`config.mk`:
```
export PLATFORM = sky130hd
export DESIGN_NAME = add_flag_stage
export DESIGN_NICKNAME = d
export VERILOG_FILES = /design/src/rtl/alu_pkg.sv /design/src/rtl/add_flag_gen.sv /design/src/rtl/add_flag_stage.sv
export SDC_FILE = /design/constraint.sdc
export NUM_CORES = 1
export LEC_CHECK = 0
export BUFFER_PORTS_ARGS = -buffer_cell sky130_fd_sc_hd__buf_2
export CAP_MARGIN = 20
export CORE_AREA = 5 5 55 57
export CTS_BUF_LIST = sky130_fd_sc_hd__clkbuf_16
export DETAILED_ROUTE_END_ITERATION = 10
export DIE_AREA = 0 0 60 62
export PLACE_DENSITY = 0.75
export SLEW_MARGIN = 20
export SYNTH_ARGS = -nofsm -noshare
export SYNTH_HDL_FRONTEND = slang
export SYNTH_SLANG_ARGS = --single-unit
```
`constraint.sdc`:
```
create_clock -name clk -period 3.8 [get_ports clk]
set_clock_uncertainty 0.1 [all_clocks]
set_input_delay 0.19 -clock clk [delete_from_list [all_inputs] [get_ports clk]]
set_output_delay 0.19 -clock clk [all_outputs]
set_load 0.02 [all_outputs]
```
`src/rtl/alu_pkg.sv`:
```
// +----------------------------------------------------------------------+
// | alu_pkg : shared ALU status types (NZCV flags, skid-buffer states)   |
// | Revision: 1.0                                                        |
// +----------------------------------------------------------------------+
`default_nettype none

package alu_pkg;

  typedef struct packed {
    logic n;
    logic z;
    logic c;
    logic v;
  } flags_t;

  typedef enum logic [1:0] {
    EMPTY = 2'd0,
    ONE   = 2'd1,
    TWO   = 2'd2
  } skid_state_t;

  // Bit positions of each flag within a packed {N,Z,C,V} vector
  localparam int FLAG_N = 3;
  localparam int FLAG_Z = 2;
  localparam int FLAG_C = 1;
  localparam int FLAG_V = 0;

endpackage

`default_nettype wire

```
`src/rtl/add_flag_gen.sv`:
```
// +----------------------------------------------------------------------+
// | add_flag_gen : combinational NZCV derivation for an addition result  |
// | Revision: 1.0                                                        |
// +----------------------------------------------------------------------+
`default_nettype none

module add_flag_gen
  import alu_pkg::*;
#(
  parameter int N = 4
) (
  input  logic [N-1:0] a,
  input  logic [N-1:0] b,
  input  logic [N-1:0] s,
  input  logic         ovf,
  output flags_t       flags
);

  // Only operand sign bits matter for signed overflow
  logic w_unused_bits;
  assign w_unused_bits = ^{a[N-2:0], b[N-2:0]};

  always_comb begin
    flags   = '0;
    flags.n = s[N-1];
    flags.z = (s == '0);
    flags.c = ovf;
    flags.v = (a[N-1] == b[N-1]) & (s[N-1] != a[N-1]);
  end

endmodule

`default_nettype wire

```
`src/rtl/add_flag_stage.sv`:
```
// +----------------------------------------------------------------------+
// | add_flag_stage : registered adder result stage with NZCV flags,      |
// | 2-entry skid buffer and saturating carry-event counter               |
// | Revision: 1.0                                                        |
// +----------------------------------------------------------------------+
`default_nettype none

module add_flag_stage
  import alu_pkg::*;
#(
  parameter int N     = 4,
  parameter int CNT_W = 8
) (
  input  logic             clk,
  input  logic             rst,
  input  logic             in_valid,
  output logic             in_ready,
  input  logic [N-1:0]     a,
  input  logic [N-1:0]     b,
  input  logic [N-1:0]     s,
  input  logic             ovf,
  output logic             out_valid,
  input  logic             out_ready,
  output logic [N-1:0]     out_sum,
  output logic [3:0]       out_flags,
  input  logic             cnt_clr,
  output logic [CNT_W-1:0] carry_cnt
);

  localparam logic [CNT_W-1:0] c_cnt_max = '1;

  skid_state_t      r_state;
  logic [N-1:0]     r_main_sum;
  logic [N-1:0]     r_skid_sum;
  flags_t           r_main_flags;
  flags_t           r_skid_flags;
  logic [CNT_W-1:0] r_cnt;
  flags_t           w_flags;
  logic             w_accept;
  logic             w_emit;

  add_flag_gen #(.N(N)) u_flag_gen (
    .a     (a),
    .b     (b),
    .s     (s),
    .ovf   (ovf),
    .flags (w_flags)
  );

  // Handshake readiness decodes purely from the state register
  assign in_ready  = (r_state != TWO);
  assign out_valid = (r_state != EMPTY);
  assign out_sum   = r_main_sum;
  assign out_flags = r_main_flags;
  assign carry_cnt = r_cnt;

  assign w_accept = in_valid & in_ready;
  assign w_emit   = out_valid & out_ready;

  always_ff @(posedge clk or posedge rst) begin
    if (rst) begin
      r_state      <= EMPTY;
      r_main_sum   <= '0;
      r_main_flags <= '0;
      r_skid_sum   <= '0;
      r_skid_flags <= '0;
    end else begin
      case (r_state)
        EMPTY: begin
          if (w_accept) begin
            r_main_sum   <= s;
            r_main_flags <= w_flags;
            r_state      <= ONE;
          end
        end
        ONE: begin
          if (w_accept && w_emit) begin
            r_main_sum   <= s;
            r_main_flags <= w_flags;
          end else if (w_accept) begin
            r_skid_sum   <= s;
            r_skid_flags <= w_flags;
            r_state      <= TWO;
          end else if (w_emit) begin
            r_state      <= EMPTY;
          end
        end
        TWO: begin
          if (w_emit) begin
            r_main_sum   <= r_skid_sum;
            r_main_flags <= r_skid_flags;
            r_state      <= ONE;
          end
        end
        default: r_state <= EMPTY;
      endcase
    end
  end

  // Clear takes priority over a coincident carry event
  always_ff @(posedge clk or posedge rst) begin
    if (rst) begin
      r_cnt <= '0;
    end else if (cnt_clr) begin
      r_cnt <= '0;
    end else if (w_accept && ovf && (r_cnt != c_cnt_max)) begin
      r_cnt <= r_cnt + CNT_W'(1);
    end
  end

endmodule

`default_nettype wire
```
==> qor.csv, run 1 <==
metric;value;unit
outcome;completed;
syn_area_per_cell;10.42;um2
placed_area;1341;um2
first_pass_iters;4;
grt_overflow;0;
root_buffer;clkbuf_16;
cts_buffers;3;
ir_drop;586.1;uV
arrival;2.09;ns
post-route-period-util;53.08;%
cts_setup_buffers;0;
synth_ff_type;dfrtp_1;
io_buffers;29;
grt_pass1_vias;904;
path_cells;nand2b_1 -> o2111ai_2 -> or3_1 -> a21oi_1;
clock_sinks;24;
n_fill_cell;226;
worst_path_largest_cell_delay;0.53;ns
ys_warn_count;0;
track_usage;14.05;%
tns;0;ns
worstHoldPathType;in2async;
fp-row-count;18;
n_antenna_cell;0;
cts_hold_buf;0;
synth_nets;132;
route.detailed.drc;0;
postSynthCellCount;113;
crit_path_top_delay_cell;nand2b_1;
cts_max_level;1;
seq_area_frac_synth;51.01;%
required;3.88;ns
first_iter_violations;25;
synth.cell_area;1177;um2
syn2layout_area_growth;22.85;%
rsz0062_at_grt;false;
core_area;2432;um2
worstSetupEndpointType;flop;
synth_edf_count;0;
cts_tree;done;
antenna_found_initial;0;
cp_top_family;simple AND/OR/NAND/NOR gates;
maxCapViolCount;0;
fin_nets;162;
power_leakage;0.6925;nW
io_pins;36;
clockBufferDepth;2;
ant_nets;0;
gp_congestion;0.7135;
tightestPinTransition;0.9147;ns
start_util;48.41;%
slew_viol_final;0;
die_y;62;um
fmax;495.8;MHz
die_area;3720;um2
dp_cells;168;
slew_headroom;38.61;%
final_area;1446;um2
grt_pass1_wl;3.898;mm
fin_util;59.47;%
fin_cells;172;
synth.distinct_cells;38;
async_flop_share;100.0;%
drive_gt1_share;30.99;%
final-setup-viol-count;0;
die_w;60;um
clkLatencyLatePin;0.25;ns
cp.buffers_inverters;0;
detail_route.wl_per_cell;14.03;um
postCtsResizedCells;0;
grt_max_degree;25;
period_minus_slack;2.017;ns
power.density;562.6;nW/um2
ys_ff_latch;24;
hold_violations;0;
crit_fanout;13;
via_per_inst;5.523;
routed_wl;2.414;mm
path_class;reg2reg;
num_vias;950;
start_kind;flop;
clkSlewWorstSetupHoldPaths;0.06;ns
hpwl;1.832;mm
==> kinds of logic (layout without fill, tap and decap cells) <==
group	count (synthesis)	after routing	synth area share [%]
AOI/OAI and AO/OA	26	26	13.82
and+or+nand+nor	39	39	17.64
adders and majority gates	1	1	1.063
muxes	14	14	12.54
DFF	24	24	51.01
xor gates and xnor gates	1	1	0.7440
buffers and inverters	8	37	3.188
==> stage by stage <==
step	total power [mW]	hold slack, ns	worst slack (ns)
2_1_floorplan	0.4703	0.1046	2.096
3_3_place_gp	0.5183	0.3134	1.846
3_5_place_dp	0.5272	0.3256	1.782
4_1_cts	0.8256	0.04911	1.763
5_1_grt	0.8573	0.09832	1.624
6_report	0.8137	0.01752	1.783
==> cell type report <==
| type | count | area (um2) | area share (%) |
|---|---|---|---|
| sequential | 24 | 600.6 | 41.52 |
| timing repair buffer | 30 | 152.6 | 10.55 |
| inverter | 3 | 11.26 | 0.7785 |
| multi-input combinational | 81 | 539.3 | 37.28 |
| tap | 30 | 37.54 | 2.595 |
| clock buffer | 3 | 75.07 | 5.190 |
| clock inverter | 1 | 30.03 | 2.076 |
==> state kept, by name (all words and copies together) (netlist names) <==
name / cells
r_state: 2
r_skid_sum: 4
out_flags: 4
r_skid_flags: 3
carry_cnt: 8
out_sum: 3
==> routing by layer <==
| layer | share of wire (%) | vias to the layer above | routed length, um | track usage [%] |
|---|---|---|---|---|
| met5 | 0 | - | 0 | 0 |
| met4 | 0.41 | 0 | 10 | 3.797 |
| met3 | 6.5 | 2 | 158 | 4.545 |
| met2 | 54 | 28 | 1300 | 25.77 |
| met1 | 39 | 451 | 944 | 15.67 |
| li1 | - | 469 | - | - |
==> synthesized netlist by cell type, types with 2 or more instances <==
cell type | instances | area [um2]
nor3_1 | 2 | 10.01
dfrtp_1 | 24 | 600.6
mux2_2 | 6 | 67.56
a21oi_1 | 13 | 65.06
nor4_1 | 2 | 12.51
mux2i_1 | 8 | 80.08
buf_2 | 3 | 15.01
or3_1 | 3 | 18.77
inv_1 | 3 | 11.26
o21ai_0 | 3 | 15.01
nor2_1 | 14 | 52.55
nand2_1 | 4 | 15.01
nand3_1 | 3 | 15.01
==> report_power, final <==
group	switching, mW	leakage, nW	total, mW	internal, mW
sequential	0.0327	0.300	0.342	0.309
clock	0.0847	0.0511	0.294	0.209
combinational	0.103	0.341	0.178	0.0747
total	0.220	0.693	0.814	0.593
==> final timing paths <==
check                                                from  cells after the start                         to  slack, ns
worst min-delay path                                  rst                      2  r_skid_sum[2]$_DFFE_PP0P_       0.02
worst max-delay path               r_state[0]$_DFFE_PP0P_                      4   carry_cnt[5]$_DFFE_PP0P_       1.78
min in group clk                                out_ready                      2     r_state[1]$_DFFE_PP0P_       0.09
max in group asynchronous                             rst                      2     r_state[0]$_DFFE_PP0P_       3.04
worst min register to register  r_skid_sum[3]$_DFFE_PP0P_                      1  r_skid_sum[3]$_DFFE_PP0P_       0.41
worst max register to register     r_state[0]$_DFFE_PP0P_                      4   carry_cnt[5]$_DFFE_PP0P_       1.78
==> placed cells by master (no fill, tap or decap), types with 2 or more instances in the layout <==
| master | netlist | routed |
|---|---|---|
| clkbuf_16 | 0 | 3 |
| nor2_1 | 14 | 14 |
| inv_1 | 3 | 3 |
| buf_2 | 3 | 29 |
| o21ai_0 | 3 | 3 |
| nand3_1 | 3 | 3 |
| nand2_1 | 4 | 4 |
| nor3_1 | 2 | 2 |
| mux2i_1 | 8 | 8 |
| nor4_1 | 2 | 2 |
| a21oi_1 | 13 | 13 |
| or3_1 | 3 | 3 |
| mux2_2 | 6 | 6 |
| dfrtp_1 | 24 | 24 |
(Power assumes the default switching activity.)
==> inputs of run 2 (changes only) <==
--- a/config.mk
+++ b/config.mk
@@ -5,13 +5,14 @@
 export SDC_FILE = /design/constraint.sdc
 export NUM_CORES = 1
 export LEC_CHECK = 0
+export ABC_AREA = 1
 export BUFFER_PORTS_ARGS = -buffer_cell sky130_fd_sc_hd__buf_2
 export CAP_MARGIN = 20
-export CORE_AREA = 5 5 55 57
+export CORE_AREA = 5 5 60 62
 export CTS_BUF_LIST = sky130_fd_sc_hd__clkbuf_16
 export DETAILED_ROUTE_END_ITERATION = 10
-export DIE_AREA = 0 0 60 62
-export PLACE_DENSITY = 0.75
+export DIE_AREA = 0 0 65 67
+export PLACE_DENSITY = 0.71
 export SLEW_MARGIN = 20
 export SYNTH_ARGS = -nofsm -noshare
 export SYNTH_HDL_FRONTEND = slang
==> constraint.sdc (replaced) <==
create_clock -name clk -period 1.79 [get_ports clk]
set_clock_uncertainty 0.1 [all_clocks]
set_input_delay 0.0895 -clock clk [delete_from_list [all_inputs] [get_ports clk]]
set_output_delay 0.0895 -clock clk [all_outputs]
set_load 0.02 [all_outputs]
==> qor.csv, run 2 <==
metric;value;unit;change
clkSlewWorstSetupHoldPaths;0.06;ns;about the same
route.detailed.drc;0;;unchanged
track_usage;13.91;%;-0.14 points
period_minus_slack;1.463;ns;-0.5541 ns
path_cells;ha_1 -> nand2_1 -> nor2_1 -> nand2_1 -> nand2_1 -> nand2_4 -> inv_2 -> nand2_1 -> nand2_1;;
placed_area;1473;um2;+9.8%
finalPower;2.014;mW;+150%
post-route-period-util;81.73;%;+29 points
synth.distinct_cells;22;;-42%
fp-row-count;20;;+2
post-place-ws;0.3283;ns;-1.454 ns
die_w;65;um;+8.3%
cts_tree;done;;
worstHoldPathType;in2reg;;
grt_pass1_vias;1093;;+21%
tightestPinTransition;0.3086;ns;-0.6061 ns
whs_path_depth;3;;
synth_ff_type;dfrtp_1;;
worstSetupEndpointType;flop;;
syn2layout_area_growth;20.46;%;
cts_max_level;1;;unchanged
layout_common_cells;nand2_1 (67), buf_2 (29), dfrtp_1 (24);;
fin_util;52.44;%;-7.0 points
syn_area_per_cell;7.493;um2;-28%
final_common_cell;nand2_1;;
fin_nets;225;;+39%
cp.depth;9;;+5
grt_max_degree;25;;unchanged
power_leakage;0.8813;nW;+27%
dp_cells;233;;+39%
fin_cells;238;;+38%
drive_gt1_share;22.44;%;-8.5 points
routed_wl;2.581;mm;+6.9%
n_fill_cell;283;;+25%
cts_buffers;3;;unchanged
detail_route.wl_per_cell;10.84;um;-23%
r2r_slack;0.33;ns;-1.46 ns
synth_edf_count;0;;unchanged
rsz0062_at_grt;false;;
largest_reg_flops;8;;unchanged
worstRegToRegCells;9;;+5
outcome;completed;;
postCtsResizedCells;0;;unchanged
synth.cell_area;1296;um2;+10%
crit_fanout;8;;-5
grt_pass1_wl;4.712;mm;+21%
ant_nets;0;;unchanged
layout_setup_ws;0.3270;ns;-1.456 ns
yosysTopAreaCellShare;46.33;%;-4.7 points
clockBufferDepth;2;;unchanged
postSynthCellCount;173;;+53%
synth_nets;192;;+45%
hold_slack;0.01576;ns;-0.001761 ns
core_area;2978;um2;+22%
ys_warn_count;0;;unchanged
slew_headroom;79.43;%;+41 points
clkLatencyLatePin;0.26;ns;about the same
hpwl;1.962;mm;+7.1%
antenna_found_initial;0;;unchanged
n_antenna_cell;0;;unchanged
clock_sinks;24;;unchanged
arrival;1.56;ns;-0.53 ns
ir_drop;799.3;uV;+36%
maxCapViolCount;0;;unchanged
required;1.89;ns;-1.99 ns
tns;0;ns;unchanged
num_vias;1157;;+22%
path_class;reg2reg;;
fmax;683.5;MHz;+38%
synthTopCellsByCount;nand2_1 (67), dfrtp_1 (24), inv_1 (19);;
slew_viol_final;0;;unchanged
cp_common_cell;nand2_1;;
power.density;1290;nW/um2;+130%
final_area;1562;um2;+8.0%
async_flop_share;100.0;%;unchanged
io_buffers;29;;unchanged
first_pass_iters;5;;+1
seq_area_frac_synth;46.33;%;-4.7 points
start_kind;flop;;
final-setup-viol-count;0;;unchanged
yosysMostFrequentCell;nand2_1;;
grt_overflow;0;;unchanged
root_buffer;clkbuf_16;;
crit_path_top_delay_cell;dfrtp_1;;
hold_violations;0;;unchanged
cp_top_family;simple AND/OR/NAND/NOR gates;;
die_area;4355;um2;+17%
via_per_inst;4.861;;-12%
synth.largest_area_cell;dfrtp_1;;
gp_congestion;0.8982;;+26%
die_y;67;um;+8.1%
worst_path_largest_cell_delay;0.39;ns;-0.14 ns
io_pins;36;;unchanged
first_iter_violations;55;;+120%
cp.buffers_inverters;1;;+1
start_util;43.53;%;-4.9 points
ys_ff_latch;24;;unchanged
synth.top_cells.by_area;dfrtp_1 (46%), nand2_1 (19%), o21ai_0 (6.9%);;
## run 2: what timing repair did
action                     CTS  global route
hold endpoints to repair    24             0
setup endpoints to repair    0             0
hold buffers                 1             0
buffers inserted             0             0
## run 2: power breakdown
group,total (mW),switching (mW),leakage (nW),internal (mW)
clock,0.488,0.189,0.0385,0.299
combinational,0.717,0.476,0.532,0.241
sequential,0.809,0.103,0.310,0.706
## run 2: per-layer routing
metal	up-vias	global-route usage (%)	share of wire, %	routed length, um
li1	604	-	-	-
met1	530	17.88	47	1213
met2	19	22.73	47	1213
met3	4	2.361	4.3	112
met4	0	6.332	1.6	42
met5	-	0	0	0
## run 2: path summary, 6_finish.rpt
kind / start / end
min in group asynchronous: rst / r_skid_sum[1]$_DFFE_PP0P_
hold reg to reg: out_sum[1]$_DFFE_PP0P_ / out_sum[1]$_DFFE_PP0P_
setup / recovery: carry_cnt[1]$_DFFE_PP0P_ / carry_cnt[6]$_DFFE_PP0P_
setup reg to reg: carry_cnt[1]$_DFFE_PP0P_ / carry_cnt[6]$_DFFE_PP0P_
max in group asynchronous: rst / r_state[1]$_DFFE_PP0P_
hold / removal: ovf / r_skid_flags[1]$_DFFE_PP0P_
## run 2: area by class of cell
| class | count | area [um2] | share of cell area, % |
|---|---|---|---|
| Tap cell | 33 | 41.29 | 2.644 |
| Sequential cell | 24 | 600.6 | 38.46 |
| Timing Repair Buffer | 31 | 162.7 | 10.42 |
| Multi-Input combinational cell | 124 | 595.6 | 38.14 |
| Clock buffer | 3 | 75.07 | 4.808 |
| Inverter | 22 | 82.58 | 5.288 |
| Clock inverter | 1 | 3.754 | 0.2404 |
## run 2: logic make-up after synthesis
| group | count (synthesis) | synth area share (%) |
|---|---|---|
| flops | 24 | 46.33 |
| fa+ha+maj | 1 | 0.9651 |
| simple gates | 97 | 33.59 |
| buf+inv | 25 | 7.722 |
| compound gates | 26 | 11.39 |
## run 2: tightest hold or removal path, stage by stage
cell and delay (ns):
buf_2 0.10, nor2_1 0.05, a21oi_1 0.10
